## src/rtl/control_sequencer.sv

```systemverilog
// Six-step one-hot stepper and instruction decoder. Steps 1-3 fetch, steps 4-6 execute the
// opcode on ir. The step register and halt flag are the only state; every strobe is decoded
// combinationally from the current step, ir and flags.
module control_sequencer #(
  parameter bit HALT_EN   = 1'b1,
  parameter bit SKIP_IDLE = 1'b0
) (
  input  logic       clk,
  input  logic       reset,
  input  logic       run,
  input  logic [7:0] ir,
  input  logic [3:0] flags,
  output logic [5:0] cpt,
  output logic       halted,
  output logic       IIAR,
  output logic       OIAR,
  output logic       IIR,
  output logic       IACC,
  output logic       OACC,
  output logic       ITEMP,
  output logic       IFLAGS,
  output logic       IR0,
  output logic       IR1,
  output logic       IR2,
  output logic       IR3,
  output logic       OR0,
  output logic       OR1,
  output logic       OR2,
  output logic       OR3,
  output logic       IDISP_REG,
  output logic       OZERO_REG,
  output logic       IMAR,
  output logic       ORAM,
  output logic       IRAM,
  output logic       BUS1,
  output logic [2:0] alu_op
);

  typedef enum logic [5:0] {
    Step1 = 6'b000001,
    Step2 = 6'b000010,
    Step3 = 6'b000100,
    Step4 = 6'b001000,
    Step5 = 6'b010000,
    Step6 = 6'b100000
  } step_e;

  typedef struct packed {
    logic       iiar, oiar, iir, iacc, oacc, itemp, iflags;
    logic [3:0] ir_ld;
    logic [3:0] or_en;
    logic       idisp, imar, oram, iram, bus1;
    logic [2:0] alu_op;
  } strobes_t;

  localparam logic [2:0] OpLd    = 3'd0;
  localparam logic [2:0] OpSt    = 3'd1;
  localparam logic [2:0] OpData  = 3'd2;
  localparam logic [2:0] OpJmpr  = 3'd3;
  localparam logic [2:0] OpJmp   = 3'd4;
  localparam logic [2:0] OpJcaez = 3'd5;
  localparam logic [2:0] OpClf   = 3'd6;
  localparam logic [2:0] AluCmp  = 3'd7;

  // Full strobe set for one step of the instruction in ir_v; all-zero means an idle step.
  function automatic strobes_t decode(input step_e step, input logic [7:0] ir_v,
                                      input logic [3:0] flags_v);
    strobes_t   s;
    logic [1:0] ra;
    logic [1:0] rb;
    s  = '0;
    ra = ir_v[3:2];
    rb = ir_v[1:0];
    case (step)
      Step1: begin s.oiar = 1'b1; s.bus1 = 1'b1; s.imar = 1'b1; s.iacc = 1'b1; end
      Step2: begin s.oram = 1'b1; s.iir = 1'b1; end
      Step3: begin s.oacc = 1'b1; s.iiar = 1'b1; end
      default: begin
        if (ir_v[7]) begin
          if (step == Step4) begin
            s.or_en[rb] = 1'b1; s.itemp = 1'b1;
          end else if (step == Step5) begin
            s.or_en[ra] = 1'b1; s.alu_op = ir_v[6:4]; s.iacc = 1'b1; s.iflags = 1'b1;
          end else if (step == Step6 && ir_v[6:4] != AluCmp) begin
            s.oacc = 1'b1; s.ir_ld[rb] = 1'b1;
          end
        end else begin
          case (ir_v[6:4])
            OpLd: begin
              if (step == Step4) begin s.or_en[ra] = 1'b1; s.imar = 1'b1; end
              else if (step == Step5) begin s.oram = 1'b1; s.ir_ld[rb] = 1'b1; end
            end
            OpSt: begin
              if (step == Step4) begin s.or_en[ra] = 1'b1; s.imar = 1'b1; end
              else if (step == Step5) begin s.or_en[rb] = 1'b1; s.iram = 1'b1; end
            end
            OpData: begin
              if (step == Step4) begin
                s.bus1 = 1'b1; s.oiar = 1'b1; s.imar = 1'b1; s.iacc = 1'b1;
              end else if (step == Step5) begin
                s.oram = 1'b1; s.ir_ld[rb] = 1'b1;
              end else if (step == Step6) begin
                s.oacc = 1'b1; s.iiar = 1'b1;
              end
            end
            OpJmpr: begin
              if (step == Step4) begin s.or_en[rb] = 1'b1; s.iiar = 1'b1; end
            end
            OpJmp: begin
              if (step == Step4) begin s.oiar = 1'b1; s.imar = 1'b1; end
              else if (step == Step5) begin s.oram = 1'b1; s.iiar = 1'b1; end
            end
            OpJcaez: begin
              if (step == Step4) begin
                s.bus1 = 1'b1; s.oiar = 1'b1; s.imar = 1'b1; s.iacc = 1'b1;
              end else if (step == Step5) begin
                s.oacc = 1'b1; s.iiar = 1'b1;
              end else if (step == Step6 && |(flags_v & ir_v[3:0])) begin
                s.oram = 1'b1; s.iiar = 1'b1;
              end
            end
            OpClf: begin
              // Flags clear by loading the ALU result of ACC-path ADD with the constant 1.
              if (step == Step4) begin s.bus1 = 1'b1; s.iflags = 1'b1; end
            end
            default: begin
              // 0111: OUT when ir[3]=1; HLT (no strobes) otherwise.
              if (step == Step4 && ir_v[3]) begin s.or_en[rb] = 1'b1; s.idisp = 1'b1; end
            end
          endcase
        end
      end
    endcase
    return s;
  endfunction

  step_e    cpt_q;
  step_e    cpt_d;
  logic     halted_q;
  logic     halt_now;
  logic     active;
  strobes_t str;

  // Next step: rotate, enter halt on HLT, or jump back to s1 past trailing idle steps.
  always_comb begin
    cpt_d    = step_e'({cpt_q[4:0], cpt_q[5]});
    halt_now = 1'b0;
    if (HALT_EN && cpt_q == Step3 && ir[7:3] == 5'b01110) begin
      halt_now = 1'b1;
    end else if (SKIP_IDLE && (cpt_d == Step4 || cpt_d == Step5 || cpt_d == Step6) &&
                 decode(cpt_d, ir, flags) == '0) begin
      cpt_d = Step1;
    end
  end

  // Step register and halt flag with synchronous active-low reset.
  always_ff @(posedge clk) begin
    if (!reset) begin
      cpt_q    <= Step1;
      halted_q <= 1'b0;
    end else if (run && !halted_q) begin
      cpt_q <= cpt_d;
      if (halt_now) halted_q <= 1'b1;
    end
  end

  // Strobes are suppressed during reset, hold and halt.
  always_comb begin
    active    = reset && run && !halted_q;
    str       = active ? decode(cpt_q, ir, flags) : '0;
    OZERO_REG = active && !(str.oiar || str.oacc || str.oram || (|str.or_en));
  end

  assign cpt       = cpt_q;
  assign halted    = halted_q;
  assign IIAR      = str.iiar;
  assign OIAR      = str.oiar;
  assign IIR       = str.iir;
  assign IACC      = str.iacc;
  assign OACC      = str.oacc;
  assign ITEMP     = str.itemp;
  assign IFLAGS    = str.iflags;
  assign IR0       = str.ir_ld[0];
  assign IR1       = str.ir_ld[1];
  assign IR2       = str.ir_ld[2];
  assign IR3       = str.ir_ld[3];
  assign OR0       = str.or_en[0];
  assign OR1       = str.or_en[1];
  assign OR2       = str.or_en[2];
  assign OR3       = str.or_en[3];
  assign IDISP_REG = str.idisp;
  assign IMAR      = str.imar;
  assign ORAM      = str.oram;
  assign IRAM      = str.iram;
  assign BUS1      = str.bus1;
  assign alu_op    = str.alu_op;

endmodule
```

## config.mk

```make
export PLATFORM = sky130hd
export DESIGN_NAME = control_sequencer
export DESIGN_NICKNAME = d
export VERILOG_FILES = /design/src/rtl/control_sequencer.sv
export SDC_FILE = /design/constraint.sdc
export NUM_CORES = 1
export LEC_CHECK = 0
export BUFFER_PORTS_ARGS = -buffer_cell sky130_fd_sc_hd__buf_2
export CORE_UTILIZATION = 40
export DETAILED_ROUTE_END_ITERATION = 10
export HOLD_SLACK_MARGIN = 0.03
export PLACE_DENSITY = 0.77
export SLEW_MARGIN = 30
export SYNTH_ARGS = -nofsm -noshare
export SYNTH_HDL_FRONTEND = slang
export SYNTH_SLANG_ARGS = --single-unit
```

## constraint.sdc

```tcl
create_clock -name clk -period 2.7 [get_ports clk]
set_input_delay 0.135 -clock clk [delete_from_list [all_inputs] [get_ports clk]]
set_output_delay 0.135 -clock clk [all_outputs]
set_load 0.005 [all_outputs]
```

After elaboration in Yosys (flattened, before gate mapping)
Cells that the tools add are included.
{ "word_totals": {"input_bits": 15, "reg_bits": 7, "out_inout_bits": 31, "wordCells": 112} }
{ "op_classes": {"n_mux": 61, "eq_ne": 14, "n_lt_le_gt_ge": 4, "n_bitwise": 1, "reduce_logical": 30} }
{ "op_table": {"columns": ["op", "n"], "rows": [
  ["$mux W4", 10],
  ["$mux W1", 25],
  ["$mux W23", 1],
  ["$pmux W1 S2", 8],
  ["$pmux W4 S4", 1],
  ["$mux W5", 3],
  ["$mux W3", 4],
  ["$reduce_or A3 Y1", 4],
  ["$reduce_or A4 Y1", 3],
  ["$mux W11", 1],
  ["$logic_and A1 B1 Y1", 10],
  ["$eq A3 B3 Y1 const B", 3],
  ["$mux W9", 1],
  ["$reduce_or A2 Y1", 4],
  ["$reduce_or A7 Y1", 1],
  ["$eq A3 B2 Y1 const B", 2],
  ["$eq A6 B1 Y1 const B", 1],
  ["$eq A6 B2 Y1 const B", 1],
  ["$eq A6 B3 Y1 const B", 1],
  ["$eq A6 B4 Y1 const B", 1],
  ["$eq A6 B5 Y1 const B", 1],
  ["$eq A6 B6 Y1 const B", 1],
  ["$lt A2 B3 Y1 const B", 2],
  ["$mux W2", 3],
  ["other kinds (13)", 18]
]} }

Logic depth before layout (Yosys ltp)
Gate-level depths: netlist of run 1.
{ "logic_depth": {"depth_word": 15, "mapped_depth": 9, "ltp_nobuf": 8} }

Least setup slack after synthesis of run 1
No wires, ideal clock.
{ "synth_path": {"kind": "register to output", "start": "reg cpt_q[1], in the netlist cpt[1]", "end": "out OZERO_REG", "t_arrival_ns": 2.345, "path_slack_ns": 0.220, "n_path_buf": 3, "t_required_ns": 2.565, "path_stages_with_launch": 10, "cell_sequence": "dfxtp_1 > buf_6 > or4_1 > buf_2 > or2_1 > buf_2 > or4_1 > a311o_1 > o31ai_1 > nor4_1"} }
{ "synth_between": {"elab_chain_len": 13, "word_cells_on_any_way": 51, "cone_classes": "eq/ne: 6; mux: 32; reduce/logical: 13"} }
{ "synth_rtl": {"columns": ["element", "line_no", "rtl"], "rows": [
  ["from (decl)", "137", "step_e cpt_q;"],
  ["from (signal assigned)", "159", "cpt_q <= Step1;"],
  ["from (signal assigned)", "162", "cpt_q <= cpt_d;"],
  ["$eq A6 B6 Y1", "84, 102, 118", null],
  ["$mux W1 (tied with other cells)", "102", "end else if (step == Step6) begin"],
  ["$mux W1 (on tied branches)", "100, 118, 84", null],
  ["$mux W1 (on tied branches)", "98, 116, 82", null],
  ["$pmux W2 S2 (tied with other cells)", "88", "case (ir_v[6:4])"],
  ["$mux W2 / $pmux W1 S2 (equally long branches)", "79, 88", null],
  ["$pmux W1 S2 / $mux W5 (equally long branches)", "74, 79", null],
  ["$mux W23 (*)", "170", "str = active ? decode(cpt_q, ir, flags) : '0;"],
  ["$logic_or A1 B1 Y1 / $mux W23 (equally long branches)", "171, 170", null],
  ["$logic_or A1 B1 Y1", "171", "OZERO_REG = active && !(str.oiar || str.oacc || str.oram || (|str.or_en));"],
  ["$logic_or A1 B1 Y1 (*)", "171", null],
  ["$logic_not A1 Y1 (*)", "171", null],
  ["$logic_and A1 B1 Y1 (*)", "171", null],
  ["to (decl)", "31", "output logic OZERO_REG,"]
]} }
Every way passes the cells marked *; elsewhere a longest branch is shown, timed or not.

Final worst setup path of run 1
{ "layout_path": {"start": "reg cpt_q[0], in the netlist cpt[0]", "end": "out OZERO_REG"} }
The elaborated chain is that of the path after synthesis.

==> impl_results.md, run 1 <==
- Status: finished clean
- Num ports: 46
- CTS tree: built
- Reg2Reg Depth: 4
- Clock share of power: between 20% and 30%
- Multiplexer area fraction after synthesis: 0%
- Final hold vios: 0
- Post-synthesis adder-cell area fraction: 3.30%
- Die Area: 3060 sq um
- Maximum VDD drop: 0.000318 V
- Synth warn: 0
- Combinational share of power: 39.3%
- Most frequent cells in the layout: buf_2, nand2_1, nor2_1
- Switching Share: 37.7%
- Synthesized flop and latch total: 7
- Post-synthesis simple-gate area fraction: 43.0%
- Switching power: 132 uW
- Routed wire per std cell: 14.9 um
- Area Growth Syn to Fin: 26.7%
- Compound-Gate Fraction of Synth Area: 32.8%
- Crit path time final: 2630 ps
- Root Buffer: clkbuf_4
- Number of setup buffers added after CTS: 0
- Main flop type after synthesis: dfxtp_1
- Final hold slack: about 130 ps
- Register area share after synthesis: 12.3%
- H-tree levels: 1
- Total power: about 350 uW
- WP data arrival: 2500 ps
- Final Max Slew Viols: 0
- # fillers: 259
- Drt via density: between 6 and 7
- CTS clk-pin slew, worst paths: 60 ps
- Layout cells sized above 1: 28.1%
- HP Class: in -> reg
- Die height: 55.3 um
- Gr usage total: 25.2%
- Max Root-Sink Buffers: 2
- Crit. End Element: output port
- Max-slew headroom: ~64%
- Area of the core: around 2600 sq um
- Pint: 218 uW
- Worst endpoint required time: 2570 ps
- Actual slew at the worst max-slew pin: between 500 and 600 ps
- First-pass GRT wire length: 6490 um
- Clock buffer count from CTS: 3
- Layout Skew: between 1.5 and 2 ps
- Initial DRC count: 93
- LEAKAGE: 0.631 nW
- Vias in the first global route: 1,381
- Post-Synthesis Cell Area: 1140 sq um
- # setup viols final: 0
- Final Cycle Share: 97.4%
- Syn avg cell area: 6.18 sq um
- Cell Pwr Density: approximately 240 nW/um^2
- # rows: 18
- Routed via count: 1,584
- Number of max-cap violations: 0
- # nets final: 247
- Syn Inst Count: 184
- Pre-antenna DRT Iters: 4
- CP Class: reg -> out
- Clk_lat worst skew: roughly 260 ps
- Main combinational cell family by area after synthesis: simple AND/OR/NAND/NOR gates
- Hold bufs inserted after CTS: 0
- Count of different cell masters after synthesis: 41
- Final ANT Viol Nets: 0
- Synthesized net count: 202
- Clk sinks: 7
- Ys async rst share: 0%
- Sequential group share of total power: a little under a third
- Hold Crit Depth: 2
- EDFF count, synth: 0
- Gpl congestion: 0.934
- RSZ-0062 raised after global routing: yes
- Post-Synth XOR/XNOR Area: 0.770%
- Most common cell after layout, fill and taps aside: buf_2
- Die W: 55.3 um
- Drt drc: 0
- Fmax: 380 MHz
- Grt ovf: 0
- Startpoint Class: flip-flop
- Diode count: 0
- Initial antenna violation count: 0
- Largest net degree at the start of global routing: 16
- Initial Utilization: 43.9%
- Dpl hpwl: between 2000 and 3000 um
- Routed wire length: between 3000 and 4000 um
- Crit path max fanout: 9
- IO Port Bufs: 45
[power by group through the flow]
stage | clock, mW | sequential [mW] | combinational, mW
after detailed placement | 0 | 0.112 | 0.133
after CTS | 0.102 | 0.111 | 0.135
after floorplan | 0 | 0.112 | 0.0848
after global routing | 0.112 | 0.111 | 0.152
final | 0.102 | 0.111 | 0.138
after global placement | 0 | 0.112 | 0.133
[layout make-up]
| type | instances | area (sq um) | share of cell area (%) |
|---|---|---|---|
| tap | 30 | 37.5 | 2.60 |
| sequential | 7 | 141 | 9.81 |
| inverter | 6 | 22.5 | 1.56 |
| clock buffer | 4 | 26.3 | 1.82 |
| multi-input combinational | 156 | 913 | 63.4 |
| timing repair buffer | 55 | 300 | 20.8 |
[flip-flops by register name (all words and copies together) (netlist names)]
signal / cells
cpt: 6
halted: 1
[final timing paths]
path | startpoint | endpoint | slack, ps
max reg2reg | cpt[5] | halted | 1380
max | cpt[0] | OZERO_REG | 70
min | reset | cpt[0] | 130
min reg2reg | cpt[0] | cpt[1] | 530
[cells in the mapped netlist, types with 2 or more instances]
library cell	count	area (sq um)
dfxtp_1	7	140
nor4_1	6	37.5
o22ai_1	4	25.0
nor2b_1	4	25.0
nor2_1	18	67.6
or2_1	2	12.5
nand3_1	8	40.0
nand2_1	26	97.6
a31oi_1	6	37.5
nor3_1	14	70.1
a21oi_1	10	50.1
a311o_1	2	20.0
or2_2	2	12.5
a21boi_0	5	37.5
a221oi_1	3	26.3
buf_2	2	10.0
clkbuf_1	12	45.0
nand2b_1	10	62.6
o211ai_1	2	15.0
a21o_1	3	22.5
o21ai_0	8	40.0
a41oi_1	2	17.5
inv_1	6	22.5
ha_1	3	37.5
or4_1	3	22.5
[metrics by stage]
stage,TNS (ps),std cells,area (sq um),util (%),worst slack [ps]
finish,0,258,1440,55.7,70.0
global route,-11.6,258,1440,55.7,-11.6
CTS,0,258,1440,55.6,34.2
detailed placement,0,254,1410,54.4,171
global placement,0,254,1410,54.4,197
floorplan,0,184,1140,-,220
[logic make-up after synthesis]
family / count (synthesis)
AO/OA/AOI/OAI: 54
XOR/XNOR: 1
adder cells (fa/ha/maj): 3
buffers and inverters: 21
flip-flops: 7
AND/OR/NAND/NOR: 98
[worst max-delay path: stages (launching register included)]
cell	delay [ps]
dfxtp_2	360
or4_4	530
or2_1	260
or4_1	510
a311o_1	300
o31ai_1	70
nor4_1	60
buf_2	140
[layer usage]
layer  global-route usage [%]  vias to the layer above  share of wire (%)
li1                         -                      769                  -
met1                     36.5                      712                 43
met2                     37.0                       97                 45
met3                     6.79                        6                 11
met4                     5.36                        0                1.2
met5                        0                        -                  0
[what timing repair did]
action / 4_1_cts / 5_1_grt
cloned: 0 / 0
gates resized for setup: 2 / 1
setup endpoints to repair: 1 / 1
pin swaps: 1 / 1
(Power assumes the default switching activity.)
==> inputs of run 2 (changes only) <==
- clock period: 2.7 -> 3.42 ns (I/O delays scaled with it)
==> impl_results.md, run 2 (synthesis results as in run 1) <==
- Footprint of the multi-input gates: 908 sq um (-0.55%)
- Post-cts resize count: 0 (-2)
- Cell Pwr Density: 191 nW/um^2 (-21%)
- WP data arrival: 2760 ps (+260 ps)
- Sum Neg Setup Slack: 0 ps (unchanged)
- Area Growth Syn to Fin: 19.6%
- # nets final: 237 (-4.0%)
- Hold Crit Depth: 2 (unchanged)
- Crit path max fanout: 9 (unchanged)
- # setup viols final: 0 (unchanged)
- Crit. End Element: output port
- Dpl hpwl: 2630 um (-6.3%)
- Crit path largest cell delay: 640 ps (+110 ps)
- # rows: 18 (unchanged)
- First-pass GRT wire length: 5780 um (-11%)
- Final ANT Viol Nets: 0 (unchanged)
- Most frequent cells in the layout: buf_2, nand2_1, nor2_1
- Initial DRC count: 68 (-27%)
- Drt via density: 6.12 (-0.30%)
- Root Buffer: clkbuf_4
- Area of the core: 2590 sq um (unchanged)
- Crit path time final: between 2000 and 3000 ps
- Number of max-cap violations: 0 (unchanged)
- Buf/Inv on CP: 1 (unchanged)
- Fmax: 341 MHz
- Largest net degree at the start of global routing: 16 (unchanged)
- Max Root-Sink Buffers: 2 (unchanged)
- Most used cell along the critical path: or4_1
- Die W: 55.3 um (unchanged)
- Startpoint Class: flip-flop
- Diode count: 0 (unchanged)
- Pre-antenna DRT Iters: 4 (unchanged)
- Layout Skew: 3.13 ps (+1.61 ps)
- Gpl congestion: 0.970 (+3.8%)
- Largest register FFs: 6 (unchanged)
- Routed via count: 1,518 (-4.2%)
- Clk sinks: 7 (unchanged)
- IO Port Bufs: 45 (unchanged)
- Routed wire per std cell: 14.3 um (-3.8%)
- Gr usage total: 22.8% (-2.4 points)
- Grt ovf: 0 (unchanged)
- Initial Utilization: 43.9% (unchanged)
- Register area: 140 sq um (-0.89%)
- Total power: 260 uW (-26%)
- Worst endpoint required time: 3250 ps (+680 ps)
- CTS tree: built
- Maximum VDD drop: 0.000229 V (-28%)
- Most common cell after layout, fill and taps aside: buf_2
- Final Max Slew Viols: 0 (unchanged)
- Max-slew headroom: 58.1% (-6.4 points)
- Vias in the first global route: 1,250 (-9.5%)
- Reg2Reg Depth: 3 (-1)
- Die height: 55.3 um (unchanged)
- Final Cycle Share: 85.7%
- Initial antenna violation count: 0 (unchanged)
- Drt drc: 0 (unchanged)
- CP Class: reg -> out
- HP Class: in -> reg
- CP max stage cell: or4_1
- Critical Path Stages: 7 (unchanged)
- Actual slew at the worst max-slew pin: 626 ps (+98.2 ps)
- LEAKAGE: 0.581 nW (-7.9%)
- Clock buffer count from CTS: 3 (unchanged)
- # fillers: 273 (+5.4%)
- CP Cell Sequence: or4_1 > or2_1 > or4_1 > a311o_1 > o31ai_1 > nor4_1 > buf_2
- Num ports: 46 (unchanged)
- CTS clk-pin slew, worst paths: 50 ps (about the same)
- Status: finished clean
- H-tree levels: 1 (unchanged)
- Hold bufs inserted after CTS: 0 (unchanged)
- Layout cells sized above 1: 23.9% (-4.2 points)
- Routed wire length: 3550 um (-7.6%)
- Number of setup buffers added after CTS: 0 (unchanged)
- Clk_lat worst skew: 250 ps (about the same)
- Die Area: 3060 sq um (unchanged)
- Delay-heaviest family, CP: simple AND/OR/NAND/NOR gates
- Final hold vios: 0 (unchanged)
- RSZ-0062 raised after global routing: no
[run 2: report_power, final]
group	switching, mW	internal, mW
Sequential	0.00544	0.0841
Clock	0.0308	0.0445
Combinational	0.0594	0.0355
[run 2: metal layers]
layer  global-route usage, %  routed length [um]  vias up  share of wire [%]
met2                    32.0                1510       84                 42
li1                        -                   -      751                  -
met5                       0                   0        -                  0
met3                    6.32                 353        2                9.9
met4                    4.29                  13        0               0.37
met1                    34.4                1670      681                 47
[run 2: path summary, 6_finish.rpt]
check        slack (ps)    from   endpoint
max                 490  cpt[5]  OZERO_REG
min                 170   reset     cpt[0]
max reg2reg        2170  cpt[3]     halted
min reg2reg         560  halted     halted
[run 2: per-stage QoR]
step | setup WS [ps] | hold slack, ps | area (sq um) | utilization, % | instances
6_report | 488 | 173 | 1360 | 52.5 | 248
5_1_grt | 287 | 173 | 1360 | 52.5 | 248
4_1_cts | 491 | 165 | 1360 | 52.5 | 248
3_5_place_dp | 763 | 423 | 1330 | 51.5 | 244
3_3_place_gp | 795 | 430 | 1330 | 51.5 | 244
2_1_floorplan | 904 | 243 | 1140 | - | 184
[run 2: area by class of cell]
type	instances	area share (%)
Multi-Input combinational cell	156	66.8
Inverter	6	1.66
Clock buffer	4	1.93
Timing Repair Buffer	45	16.6
Tap cell	30	2.76
Sequential cell	7	10.3
[run 2: worst reg2reg max path, cell delays in order (launching register included)]
cell and delay [ps]:
dfxtp_1 390, nor4_1 460, a41oi_1 200, nor2b_1 130
==> inputs of run 3 (changes only) <==
- ABC_AREA: default -> 1
- CORE_UTILIZATION: 40 -> 50
- PLACE_DENSITY: 0.77 -> 0.9
==> impl_results.md, run 3 <==
- Number of setup buffers added after CTS: 0 (unchanged)
- Initial Utilization: 55.0% (+11 points)
- First-pass GRT wire length: 5770 um (-0.24%)
- WP data arrival: 2040 ps (-720 ps)
- Hold bufs inserted after CTS: 0 (unchanged)
- Diode count: 0 (unchanged)
- HP Class: in -> reg
- # fillers: 213 (-22%)
- Synth warn: 0 (unchanged)
- Yosys top cell by area: nand2_1
- Gr usage total: 29.0% (+6.1 points)
- Final hold vios: 0 (unchanged)
- Sequential group share of total power: 30.5% (-4.0 points)
- Placed Area: 1490 sq um (+12%)
- Initial antenna violation count: 0 (unchanged)
- Max Root-Sink Buffers: 2 (unchanged)
- EDFF count, synth: 0 (unchanged)
- Pre-antenna DRT Iters: 5 (+1)
- Post-Synthesis Cell Area: 1250 sq um (+10%)
- Max-slew headroom: 68.1% (+10 points)
- Switching power: 135 uW (+41%)
- Maximum VDD drop: 0.000250 V (+9.2%)
- Final Max Slew Viols: 0 (unchanged)
- Die height: 52.0 um (-6.0%)
- CTS tree: built
- Die Area: 2710 sq um (-12%)
- Root Buffer: clkbuf_4
- Vias in the first global route: 1,334 (+6.7%)
- Num ports: 46 (unchanged)
- Cell Pwr Density: 207 nW/um^2 (+8.2%)
- Final Worst Setup Slack: 1210 ps (+723 ps)
- Sum Neg Setup Slack: 0 ps (unchanged)
- # rows: 17 (-1)
- Syn Inst Count: 241 (+31%)
- Layout cells sized above 1: 24.8% (+0.97 points)
- Post-cts resize count: 0 (unchanged)
- Clock share of power: 25.7% (-3.3 points)
- Status: finished clean
- Routed wire length: 3590 um (+1.3%)
- Switching Share: 43.0% (+6.2 points)
- Dpl hpwl: 2820 um (+7.2%)
- Drt via density: 5.34 (-13%)
- Register area share after synthesis: 11.2% (-1.1 points)
- Fmax: 453 MHz (+33%)
- H-tree levels: 1 (unchanged)
- Worst endpoint required time: 3250 ps (about the same)
- Count leader, synth: nand2_1
- Routed via count: 1,677 (+10%)
- Drt drc: 0 (unchanged)
- Startpoint Class: flip-flop
- Gpl congestion: 0.992 (+2.2%)
- CTS clk-pin slew, worst paths: 60 ps (about the same)
- Area of the core: 2280 sq um (-12%)
- Crit path time final: 2210 ps (-723 ps)
- Die W: 52.0 um (-6.0%)
- Actual slew at the worst max-slew pin: 477 ps (-148 ps)
- # nets final: 305 (+29%)
- Crit. End Element: output port
- Area Growth Syn to Fin: 21.4%
- Post-synth top cells: nand2_1, nor2_1, inv_1
- Synthesized flop and latch total: 7 (unchanged)
- Core Util, Final: 66.7% (+14 points)
- Synthesized net count: 259 (+28%)
- # setup viols final: 0 (unchanged)
- Largest net degree at the start of global routing: 19 (+3)
- Clk sinks: 7 (unchanged)
- Combinational share of power: 43.8% (+7.3 points)
- Routed wire per std cell: 11.4 um (-20%)
- Count of different cell masters after synthesis: 29 (-29%)
- Largest register FFs: 6 (unchanged)
- Synth top area share: 18.9% (+6.6 points)
- Worst slack, placed: 1550 ps (+792 ps)
- Syn avg cell area: 5.19 sq um (-16%)
- Final ANT Viol Nets: 0 (unchanged)
- LEAKAGE: 0.863 nW (+48%)
- IO Port Bufs: 45 (unchanged)
- RSZ-0062 raised after global routing: no
- Grt ovf: 0 (unchanged)
- Ys async rst share: 0% (unchanged)
- Final instance area: 1520 sq um (+12%)
- Pint: 179 uW (+9.0%)
- Most common cell after layout, fill and taps aside: nand2_1
- Initial DRC count: 76 (+12%)
- CP Class: reg -> out
- Area contributors post-synth: nand2_1, dfxtp_1, nor2_1, inv_1, nand3_1
- Final Cycle Share: 64.6% (-21 points)
- Most frequent cells in the layout: nand2_1, buf_2, nor2_1
- Layout Skew: 4.64 ps (+1.51 ps)
- Number of max-cap violations: 0 (unchanged)
- Crit path max fanout: 12 (+3)
- Clock buffer count from CTS: 3 (unchanged)
- Reg2Reg Setup Slack: 2280 ps (+110 ps)
- Clk_lat worst skew: 270 ps (+20 ps)
- Main flop type after synthesis: dfxtp_1
## run 3: changes by cell type after synthesis, moves of 6 or more
cell      delta
nand3_1      +8
nor2_1      +16
o21ai_0      +8
inv_1       +27
nand2_1     +37
inv_2        +7
clkbuf_1     -9
nor3_1       -6
nand2b_1    -10
## run 3: worst max-delay path: stages, from the launching register on
cell,delay [ps]
dfxtp_1,370
nor2_4,180
nand2_2,80
nor2_2,380
nand2_1,130
o211ai_1,180
nand2_1,90
nand2_1,70
nand2_1,60
nand3_1,80
nor2_1,40
buf_2,110
## run 3: per-stage QoR
step	hold WS, ps	total power [mW]	cells
2_1_floorplan	270	0.188	241
3_3_place_gp	434	0.231	310
3_5_place_dp	442	0.233	310
4_1_cts	163	0.314	314
5_1_grt	178	0.338	314
6_report	167	0.314	314
## run 3: logic make-up after synthesis
group	synth area share (%)
AOI/OAI and AO/OA	20.4
adders and majority gates	3.00
buffers and inverters	13.8
DFF	11.2
and+or+nand+nor	51.6
## run 3: layer usage
layer	up-vias	share of wire [%]	global-route usage, %
met5	-	0	0
met4	0	1.3	12.6
met3	5	10	5.26
met2	79	46	45.3
met1	720	43	38.1
li1	873	-	-
## run 3: power groups by stage
stage / Clock, mW / Sequential, mW / Combinational [mW]
floorplan: 0 / 0.0972 / 0.0911
global placement: 0 / 0.0967 / 0.134
detailed placement: 0 / 0.0973 / 0.135
CTS: 0.0823 / 0.0957 / 0.136
global route: 0.0871 / 0.0966 / 0.154
finish: 0.0806 / 0.0959 / 0.138
## run 3: path summary, 6_finish.rpt
path,startpoint,to,cells past startpoint
setup reg to reg,cpt[1],halted,5
setup / recovery,cpt[3],OZERO_REG,11
hold / removal,reset,cpt[0],2
hold reg to reg,halted,halted,2
## run 3: layout make-up
type	count	area [sq um]	area share, %
multi-input combinational	189	938	61.8
inverter	41	154	10.1
clock buffer	4	26.3	1.73
timing repair buffer	45	225	14.8
tap	28	35.0	2.31
sequential	7	140	9.23
